[src/rtl/shift595_pkg.sv]
// Shared constants and helpers for the 595-style shift/latch block.
// Direction encodings and debounce counter sizing.
package shift595_pkg;

  localparam bit DIR_TO_LSB = 1'b0;
  localparam bit DIR_TO_MSB = 1'b1;

  // Counter only needs to reach n-1; keep at least one bit.
  function automatic int cnt_width(input int n);
    return (n < 2) ? 1 : $clog2(n);
  endfunction

endpackage

[src/rtl/sync_debounce.sv]
// Two-flop synchroniser plus stable-count debouncer for one button.
// Emits the accepted level and a one-cycle pulse on its falling edge.
module sync_debounce
  import shift595_pkg::*;
#(
  parameter int DEBOUNCE_CYCLES = 500000,
  parameter bit RESET_LEVEL     = 1'b1
) (
  input  logic clk,
  input  logic rst_n,
  input  logic din,
  output logic level,
  output logic fall
);

  localparam int CW = cnt_width(DEBOUNCE_CYCLES);
  localparam logic [CW-1:0] LAST = CW'(DEBOUNCE_CYCLES - 1);

  logic          s1;
  logic          s2;
  logic [CW-1:0] cnt;
  logic          diff;
  logic          done;

  assign diff = s2 ^ level;
  assign done = diff && (cnt == LAST);

  // Synchronise, count disagreement, flip level once it has been stable.
  always_ff @(posedge clk or negedge rst_n) begin
    if (!rst_n) begin
      s1    <= RESET_LEVEL;
      s2    <= RESET_LEVEL;
      level <= RESET_LEVEL;
      cnt   <= '0;
      fall  <= 1'b0;
    end else begin
      s1   <= din;
      s2   <= s1;
      fall <= done & level;
      if (!diff) begin
        cnt <= '0;
      end else if (done) begin
        cnt   <= '0;
        level <= ~level;
      end else begin
        cnt <= cnt + 1'b1;
      end
    end
  end

endmodule

[src/rtl/shift_latch_595_p.sv]
// 74HC595-style shift register with storage latch, OE, clear, cascade.
// Button-driven controls are synchronised and debounced internally.
module shift_latch_595_p
  import shift595_pkg::*;
#(
  parameter int               WIDTH           = 8,
  parameter bit               DIR             = DIR_TO_LSB,
  parameter logic [WIDTH-1:0] RESET_VALUE     = '1,
  parameter logic [WIDTH-1:0] OFF_VALUE       = '1,
  parameter int               DEBOUNCE_CYCLES = 500000
) (
  input  logic             CLK,
  input  logic             RST_N,
  input  logic             SER,
  input  logic             SRCLK,
  input  logic             RCLK,
  input  logic             SRCLR_N,
  input  logic             OE_N,
  output logic [WIDTH-1:0] Q,
  output logic             QS
);

  logic [2:0]       m1;
  logic [2:0]       m2;
  logic             ser_s;
  logic             clr_n_s;
  logic             oe_n_s;
  logic             shift_ev;
  logic             latch_ev;
  logic             unused_srclk_lvl;
  logic             unused_rclk_lvl;
  logic [WIDTH-1:0] sr;
  logic [WIDTH-1:0] sr_shift;
  logic [WIDTH-1:0] storage;
  logic             qs_bit;

  assign ser_s   = m2[2];
  assign clr_n_s = m2[1];
  assign oe_n_s  = m2[0];

  // Plain level synchronisers for data, clear and enable.
  always_ff @(posedge CLK or negedge RST_N) begin
    if (!RST_N) begin
      m1 <= '1;
      m2 <= '1;
    end else begin
      m1 <= {SER, SRCLR_N, OE_N};
      m2 <= m1;
    end
  end

  sync_debounce #(
    .DEBOUNCE_CYCLES(DEBOUNCE_CYCLES),
    .RESET_LEVEL    (1'b1)
  ) u_srclk (
    .clk  (CLK),
    .rst_n(RST_N),
    .din  (SRCLK),
    .level(unused_srclk_lvl),
    .fall (shift_ev)
  );

  sync_debounce #(
    .DEBOUNCE_CYCLES(DEBOUNCE_CYCLES),
    .RESET_LEVEL    (1'b1)
  ) u_rclk (
    .clk  (CLK),
    .rst_n(RST_N),
    .din  (RCLK),
    .level(unused_rclk_lvl),
    .fall (latch_ev)
  );

  // Shifted value and cascade tap for the chosen direction.
  always_comb begin
    sr_shift = {ser_s, sr[WIDTH-1:1]};
    qs_bit   = sr[0];
    if (DIR == DIR_TO_MSB) begin
      sr_shift = {sr[WIDTH-2:0], ser_s};
      qs_bit   = sr[WIDTH-1];
    end
  end

  // Shift register: clear wins over a same-cycle shift.
  always_ff @(posedge CLK or negedge RST_N) begin
    if (!RST_N) begin
      sr <= RESET_VALUE;
    end else if (!clr_n_s) begin
      sr <= RESET_VALUE;
    end else if (shift_ev) begin
      sr <= sr_shift;
    end
  end

  // Storage latch captures the pre-shift, pre-clear register.
  always_ff @(posedge CLK or negedge RST_N) begin
    if (!RST_N) begin
      storage <= RESET_VALUE;
    end else if (latch_ev) begin
      storage <= sr;
    end
  end

  // Registered outputs; QS ignores output enable.
  always_ff @(posedge CLK or negedge RST_N) begin
    if (!RST_N) begin
      Q  <= OFF_VALUE;
      QS <= (DIR == DIR_TO_MSB) ? RESET_VALUE[WIDTH-1] : RESET_VALUE[0];
    end else begin
      Q  <= oe_n_s ? OFF_VALUE : storage;
      QS <= qs_bit;
    end
  end

endmodule

[config.mk]
export PLATFORM = sky130hd
export DESIGN_NAME = shift_latch_595_p
export DESIGN_NICKNAME = d
export VERILOG_FILES = /design/src/rtl/shift595_pkg.sv /design/src/rtl/sync_debounce.sv /design/src/rtl/shift_latch_595_p.sv
export SDC_FILE = /design/constraint.sdc
export NUM_CORES = 1
export LEC_CHECK = 0
export CAP_MARGIN = 15
export CORE_MARGIN = 5
export CORE_UTILIZATION = 55
export CTS_BUF_LIST = sky130_fd_sc_hd__clkbuf_8
export DETAILED_ROUTE_END_ITERATION = 8
export GPL_ROUTABILITY_DRIVEN = 0
export PLACE_DENSITY = 0.83
export SKIP_LAST_GASP = 1
export SLEW_MARGIN = 20
export SYNTH_ARGS = -nofsm -noshare
export SYNTH_HDL_FRONTEND = slang
export SYNTH_SLANG_ARGS = --single-unit
[constraint.sdc]
create_clock -name CLK -period 1.85 [get_ports CLK]
set_clock_uncertainty 0.05 [all_clocks]
set_input_delay 0.185 -clock CLK [delete_from_list [all_inputs] [get_ports CLK]]
set_output_delay 0.185 -clock CLK [all_outputs]
set_load 0.1 [all_outputs]
==> results of run 1 <==
## cell usage after synthesis (all sizes together)
| cell | count |
|---|---|
| nor3 | 6 |
| o31ai | 1 |
| mux2i | 10 |
| buf | 4 |
| a21oi | 7 |
| nor4bb | 1 |
| dfrtp | 40 |
| nand3 | 16 |
| xor2 | 8 |
| or2 | 9 |
| nor4 | 8 |
| nor3b | 2 |
| nor2 | 36 |
| nor4b | 2 |
| o21ai | 6 |
| ha | 2 |
| clkbuf | 2 |
| dfstp | 37 |
| o41ai | 1 |
| inv | 6 |
| nand3b | 1 |
| nor2b | 1 |
| mux2 | 10 |
| a21bo | 1 |
| xnor2 | 21 |
| and4 | 1 |
| nand4 | 10 |
| nand2 | 16 |
| and3 | 6 |
| or3 | 4 |
| or4 | 3 |
## timing repair
action	CTS	global route
resized for setup	1	5
pin swaps	0	5
cloned	0	1
endpoints found under the hold margin	26	0
hold buffers	1	0
buffers inserted	0	0
endpoints found under the setup margin	1	20
## metal layers
metal,up-vias,share of wire (%),routed length [um]
li1,1052,-,-
met1,1070,47,2590
met2,30,48,2690
met3,12,3.5,195
met4,0,1.8,102
met5,-,0,0
## sequential cells by signal (all words and copies together), names as in the netlist
name and flops:
u_rclk.s1 1, Q 8, u_srclk.fall 1, u_srclk.cnt 19, u_rclk.s2 1, u_srclk.s1 1, u_rclk.fall 1, m2 3
u_srclk.s2 1, storage 8, u_rclk.cnt 19, m1 3, u_srclk.level 1, QS 1, sr 8, u_rclk.level 1
## cells in the final DEF, fill, tap and decap left out, types with 3 or more instances in the layout
| master | synthesis | layout |
|---|---|---|
| and3_1 | 5 | 5 |
| mux2i_1 | 10 | 10 |
| mux2_2 | 9 | 9 |
| buf_6 | 0 | 3 |
| dfrtp_1 | 40 | 40 |
| clkdlybuf4s50_1 | 0 | 5 |
| a21oi_1 | 7 | 7 |
| nor2_1 | 36 | 36 |
| nand4_1 | 7 | 7 |
| nor4_1 | 7 | 7 |
| or2_2 | 9 | 9 |
| nor3_1 | 6 | 6 |
| buf_12 | 0 | 10 |
| dfstp_2 | 37 | 37 |
| buf_4 | 2 | 18 |
| inv_1 | 6 | 6 |
| xnor2_1 | 21 | 21 |
| clkinv_4 | 0 | 3 |
| o21ai_0 | 5 | 5 |
| nand3_1 | 16 | 15 |
| xor2_1 | 8 | 8 |
| clkbuf_8 | 0 | 9 |
| or3_1 | 4 | 4 |
| nand2_1 | 16 | 16 |
## where the power goes
part | leakage, uW | switching [uW] | internal [uW] | total, uW
Sequential | 0.000941 | 29.3 | 1730 | 1760
Clock | 0.000102 | 645 | 643 | 1290
Combinational | 0.000590 | 130 | 81.3 | 211
## layout make-up
class	instances	area [sq um]	area share [%]
Tap cell	75	93.8	2.34
Multi-Input combinational cell	189	1290	32.1
Clock buffer	9	124	3.08
Timing Repair Buffer	37	429	10.7
Sequential cell	77	1970	49.1
Inverter	6	22.5	0.561
Clock inverter	7	83.8	2.09
## stage by stage
stage	power, uW	instances	setup TNS, ns
global placement	2000	382	0
CTS	3300	399	0
floorplan	1890	278	0
detailed placement	2000	382	0
global route	3410	400	-0.0555
finish	3260	400	0
## worst max path at each step
stage          depth (start not counted)            start              end
3_3_place_gp                           5   u_srclk.cnt[1]  u_srclk.cnt[18]
2_1_floorplan                          4  u_srclk.cnt[11]    u_srclk.level
3_5_place_dp                           6  u_srclk.cnt[11]   u_srclk.cnt[2]
6_report                               6  u_srclk.cnt[11]  u_srclk.cnt[11]
5_1_grt                                5  u_srclk.cnt[11]  u_srclk.cnt[16]
4_1_cts                                5   u_srclk.cnt[1]  u_srclk.cnt[18]
## cell families (layout without fill, tap and decap cells)
group                      count (synthesis)  count (layout)
and+or+nand+nor                          122             122
adders and majority gates                  2               2
buffers and inverters                     12              59
xor gates and xnor gates                  29              29
muxes                                     20              20
AOI/OAI and AO/OA                         16              16
DFF                                       77              77
==> flow_summary_export.csv, run 1 <==
group,metric,value,unit
critical_path,r2r_cells,6,
cts,clkTransAtPathRegs,0.08,ns
critical_path,r2r-end,"u_srclk.cnt[11]",
sta,setup_slack,0.0695,ns
place,hpwlAfterDp,3.76,mm
logic_synthesis,synthesis.nets,287,
finish,layout.nets,329,
global_route,first_global_vias,2141,
logic_synthesis,synth_cell_types,40,
critical_path,cpPeakStageDelay,0.41,ns
finish,n_antenna_cell,0,
finish,area_growth,21.7,%
sta,setup_viol,0,
sta,fin_crit_sh,96.2,%
floorplan,core,5890,sq um
global_route,antenna_found_initial,0,
cts,clock_path_buffers,2,
logic_synthesis,synth_simple_gate_area_share,20.2,%
global_route,grt_start_max_net_pins,47,
finish,n_fill_cell,400,
job,cap_violations,0,
global_route,grt_pass1_wl,9.85,mm
cts,cts_tree,"built",
sta,hold-worst-slack,0.185,ns
floorplan,fp.dieH,87.5,um
min_path,hp-class,"input pin to flop",
logic_synthesis,yosys_warnings,0,
routing,firstDrtPassIters,4,
floorplan,die-area,7650,sq um
sta,slew_headroom,71.0,%
critical_path,rr_startpoint,"u_srclk.cnt[11]",
pwr,ir_drop,0.511,mV
critical_path,r2r_slack,0.07,ns
place,place_area,3770,sq um
critical_path,path_max_fanout,9,
min_path,hold_end,"m1[0]",
finish,design_area,4020,sq um
floorplan,fp.dieW,87.5,um
logic_synthesis,avgSynthCellArea,11.9,sq um
floorplan,pin_count,16,
global_route,met1_usage,22.0,%
critical_path,path_delay_family,"simple AND/OR/NAND/NOR gates",
global_route,met2_usage,26.4,%
place,port_buffers,15,
logic_synthesis,synth-compound-area-share,3.34,%
critical_path,slowest_stage,"dfrtp_1",
place,post-place-ws,0.0141,ns
logic_synthesis,synth_area,3300,sq um
logic_synthesis,synthAdderAreaFrac,0.758,%
sta,drv_slew,0,
routing,drc,0,
routing,vias,2164,
logic_synthesis,synthXorXnorAreaFrac,7.70,%
finish,drive_gt1_share,35.1,%
routing,vias_per_cell,5.41,
floorplan,start_util,56.1,%
critical_path,crit_chain,"nor4_2 > nand4_2 > buf_4 > o41ai_4 > buf_6 > nor2_1",
routing,wl_per_cell,13.9,um
sta,final_hold_viol_count,0,
floorplan,placementRows,28,
global_route,grt_busiest_layer,"met2",
global_route,use_met3,3.69,%
routing,routed_wl,5.58,mm
sta,tightestPinTransition,0.429,ns
logic_synthesis,synth_top_area_share,30.3,%
min_path,whs_path_depth,1,
logic_synthesis,synth_top_area_cell,"dfrtp_1",
critical_path,critical_path_buf_inv_count,2,
critical_path,crit_required,2.04,ns
sta,fin_crit,1.78,ns
pwr,p_leak,0.00163,uW
routing,postRouteAntennaNets,0,
sta,rsz0062_at_grt,"true",
min_path,hp-start,"OE_N",
critical_path,setup.worst_path.end_class,"flop",
cts,htreeDepth,3,
cts,cts_buffers,9,
finish,utilization,68.2,%
critical_path,path_class,"flop to flop",
sta,fmax,562,MHz
cts,clk_latency,0.35,ns
logic_synthesis,seq_area_frac_synth,59.8,%
run_status,status,"finished clean",
cts,clock-sinks,77,
logic_synthesis,synth_cells,278,
logic_synthesis,synth-seq-cells,77,
critical_path,worstPathArrival,1.97,ns
logic_synthesis,synth_top_family_by_area,"simple AND/OR/NAND/NOR gates",
critical_path,crit_path_start_kind,"flop",
routing,drt_iter0_markers,120,
global_route,grt_use_total,16.8,%
global_route,overflow,0,
cts,cts-root-buf,"clkbuf_8",
logic_synthesis,synthTopCellsByArea,"dfrtp_1 (30%), dfstp_2 (29%), xnor2_1 (5.6%)",
logic_synthesis,synthMuxAreaShare,6.56,%
pwr,power.density,812,nW/um^2
No activity file was read; power rests on OpenSTA's default activity.
==> inputs of run 2 (changes only) <==
Settings changed: PLACE_DENSITY 0.83 to 0.77.
==> run 2 against run 1 <==
Effect of this change: clock power fell by 9%; clock-buffer cell count did not move; cell count rose by 1.5%; largest power group unchanged.
==> flow_summary_export.csv, run 2 (synthesized netlist as in run 1, its figures left out) <==
group,metric,value,unit
run_status,status,"finished clean",
global_route,antenna_found_initial,0,
finish,top_regs,"u_rclk.cnt (19), u_srclk.cnt (19)",
pwr,power.density,775,nW/um^2
sta,fin_crit_sh,98.0,%
cts,cts_tree,"built",
critical_path,setup.worst_path.end_class,"flop",
cts,htreeDepth,3,
floorplan,die-area,7650,sq um
finish,final_cell_mix,"dfrtp_1 (39), dfstp_2 (37), nor2_1 (36)",
cts,clkTransAtPathRegs,0.08,ns
finish,n_antenna_cell,0,
finish,n_fill_cell,409,
finish,layout.nets,335,
place,hpwlAfterDp,3.94,mm
critical_path,cpPeakStageDelay,0.55,ns
global_route,grt_use_total,17.6,%
sta,slew_headroom,67.8,%
sta,fin_crit,1.81,ns
floorplan,core,5890,sq um
critical_path,path_delay_family,"simple AND/OR/NAND/NOR gates",
cts,cts_buffers,9,
routing,routed_wl,6.02,mm
min_path,hp-start,"OE_N",
finish,drive_gt1_share,37.5,%
routing,postRouteAntennaNets,0,
sta,final_hold_viol_count,0,
critical_path,r2r_cells,5,
global_route,first_global_vias,2261,
sta,setup_viol,0,
place,port_buffers,15,
floorplan,start_util,56.1,%
floorplan,fp.dieW,87.5,um
min_path,whs_path_depth,1,
critical_path,critical_path_buf_inv_count,1,
pwr,power,3150,uW
routing,drt_iter0_markers,150,
critical_path,crit_path_start_kind,"flop",
floorplan,pin_count,16,
pwr,p_leak,0.00169,uW
floorplan,placementRows,28,
routing,vias_per_cell,5.42,
critical_path,rr_startpoint,"u_srclk.cnt[1]",
sta,tightestPinTransition,0.482,ns
routing,wl_per_cell,14.8,um
critical_path,path_depth,5,
critical_path,path_max_fanout,6,
cts,clock-sinks,77,
job,cap_violations,0,
global_route,overflow,0,
sta,drv_slew,0,
routing,firstDrtPassIters,4,
critical_path,crit_required,2.08,ns
cts,cts-root-buf,"clkbuf_8",
min_path,hold_end,"m1[0]",
routing,drc,0,
floorplan,fp.dieH,87.5,um
critical_path,r2r-end,"u_srclk.level",
sta,rsz0062_at_grt,"true",
critical_path,r2r_slack,0.04,ns
global_route,grt_pass1_wl,10.4,mm
finish,utilization,69.0,%
pwr,ir_drop,0.563,mV
critical_path,slowest_stage,"or4_4",
finish,area_growth,23.2,%
sta,fmax,552,MHz
critical_path,crit_chain,"ha_4 > nand4_4 > buf_6 > or4_4 > mux2_4",
min_path,hp-class,"input pin to flop",
critical_path,path_class,"flop to flop",
global_route,grt_start_max_net_pins,42,
critical_path,worstPathArrival,2.05,ns
routing,vias,2199,
finish,final_common_cell,"dfrtp_1",
cts,clk_latency,0.36,ns
cts,clock_path_buffers,2,
run 2: power breakdown:
part | switching [uW] | internal, uW | leakage [uW]
clock network | 660 | 508 | 0.0000964
registers | 29.1 | 1730 | 0.000939
logic | 134 | 88.6 | 0.000658
total | 823 | 2330 | 0.00169
run 2: layer usage:
layer | up-vias | part of all wire (%) | global-route usage (%)
li1 | 1063 | - | -
met1 | 1064 | 46 | 23.1
met4 | 0 | 1.5 | 8.51
met3 | 11 | 4.0 | 3.41
met2 | 61 | 49 | 28.2
met5 | - | 0 | 0
run 2: final cells by class:
class                           instances  area, sq um  area share [%]
Sequential cell                        77         1970            48.6
Multi-Input combinational cell        189         1310            32.3
Timing Repair Buffer                   43          478            11.8
Clock buffer                            9          124            3.05
Tap cell                               75         93.8            2.31
Clock inverter                          7         57.6            1.42
Inverter                                6         22.5           0.554
run 2: repair_timing:
action                     in CTS  in global routing
resized for setup               0                 12
pin swaps                       2                  8
hold buffers                    1                  0
hold endpoints to repair       25                  0
gates cloned                    0                  1
buffers inserted                3                  2
setup endpoints to repair       2                 19
run 2: worst max path at each step:
| stage | start | endpoint | slack [ns] |
|---|---|---|---|
| 6_report | u_srclk.cnt[1] | u_srclk.level | 0.04 |
| 5_1_grt | u_srclk.cnt[9] | u_srclk.cnt[18] | -0.05 |
| 3_5_place_dp | u_srclk.cnt[1] | u_srclk.cnt[18] | -0.03 |
| 2_1_floorplan | u_srclk.cnt[11] | u_srclk.level | 0.003 |
| 3_3_place_gp | u_srclk.cnt[11] | u_srclk.level | 0.05 |
| 4_1_cts | u_srclk.cnt[11] | u_srclk.cnt[11] | 0.003 |
run 2: per-stage QoR:
stage	setup WS, ns	std cells	hold slack (ns)	TNS, ns	instance area [sq um]
6_report	0.0370	406	0.180	0	4060
5_1_grt	-0.0528	406	0.170	-0.108	4060
4_1_cts	0.00304	403	0.171	0	4000
3_5_place_dp	-0.0263	383	0.136	-0.0368	3780
3_3_place_gp	0.0501	383	0.128	0	3780
2_1_floorplan	0.00311	278	-0.161	0	3310
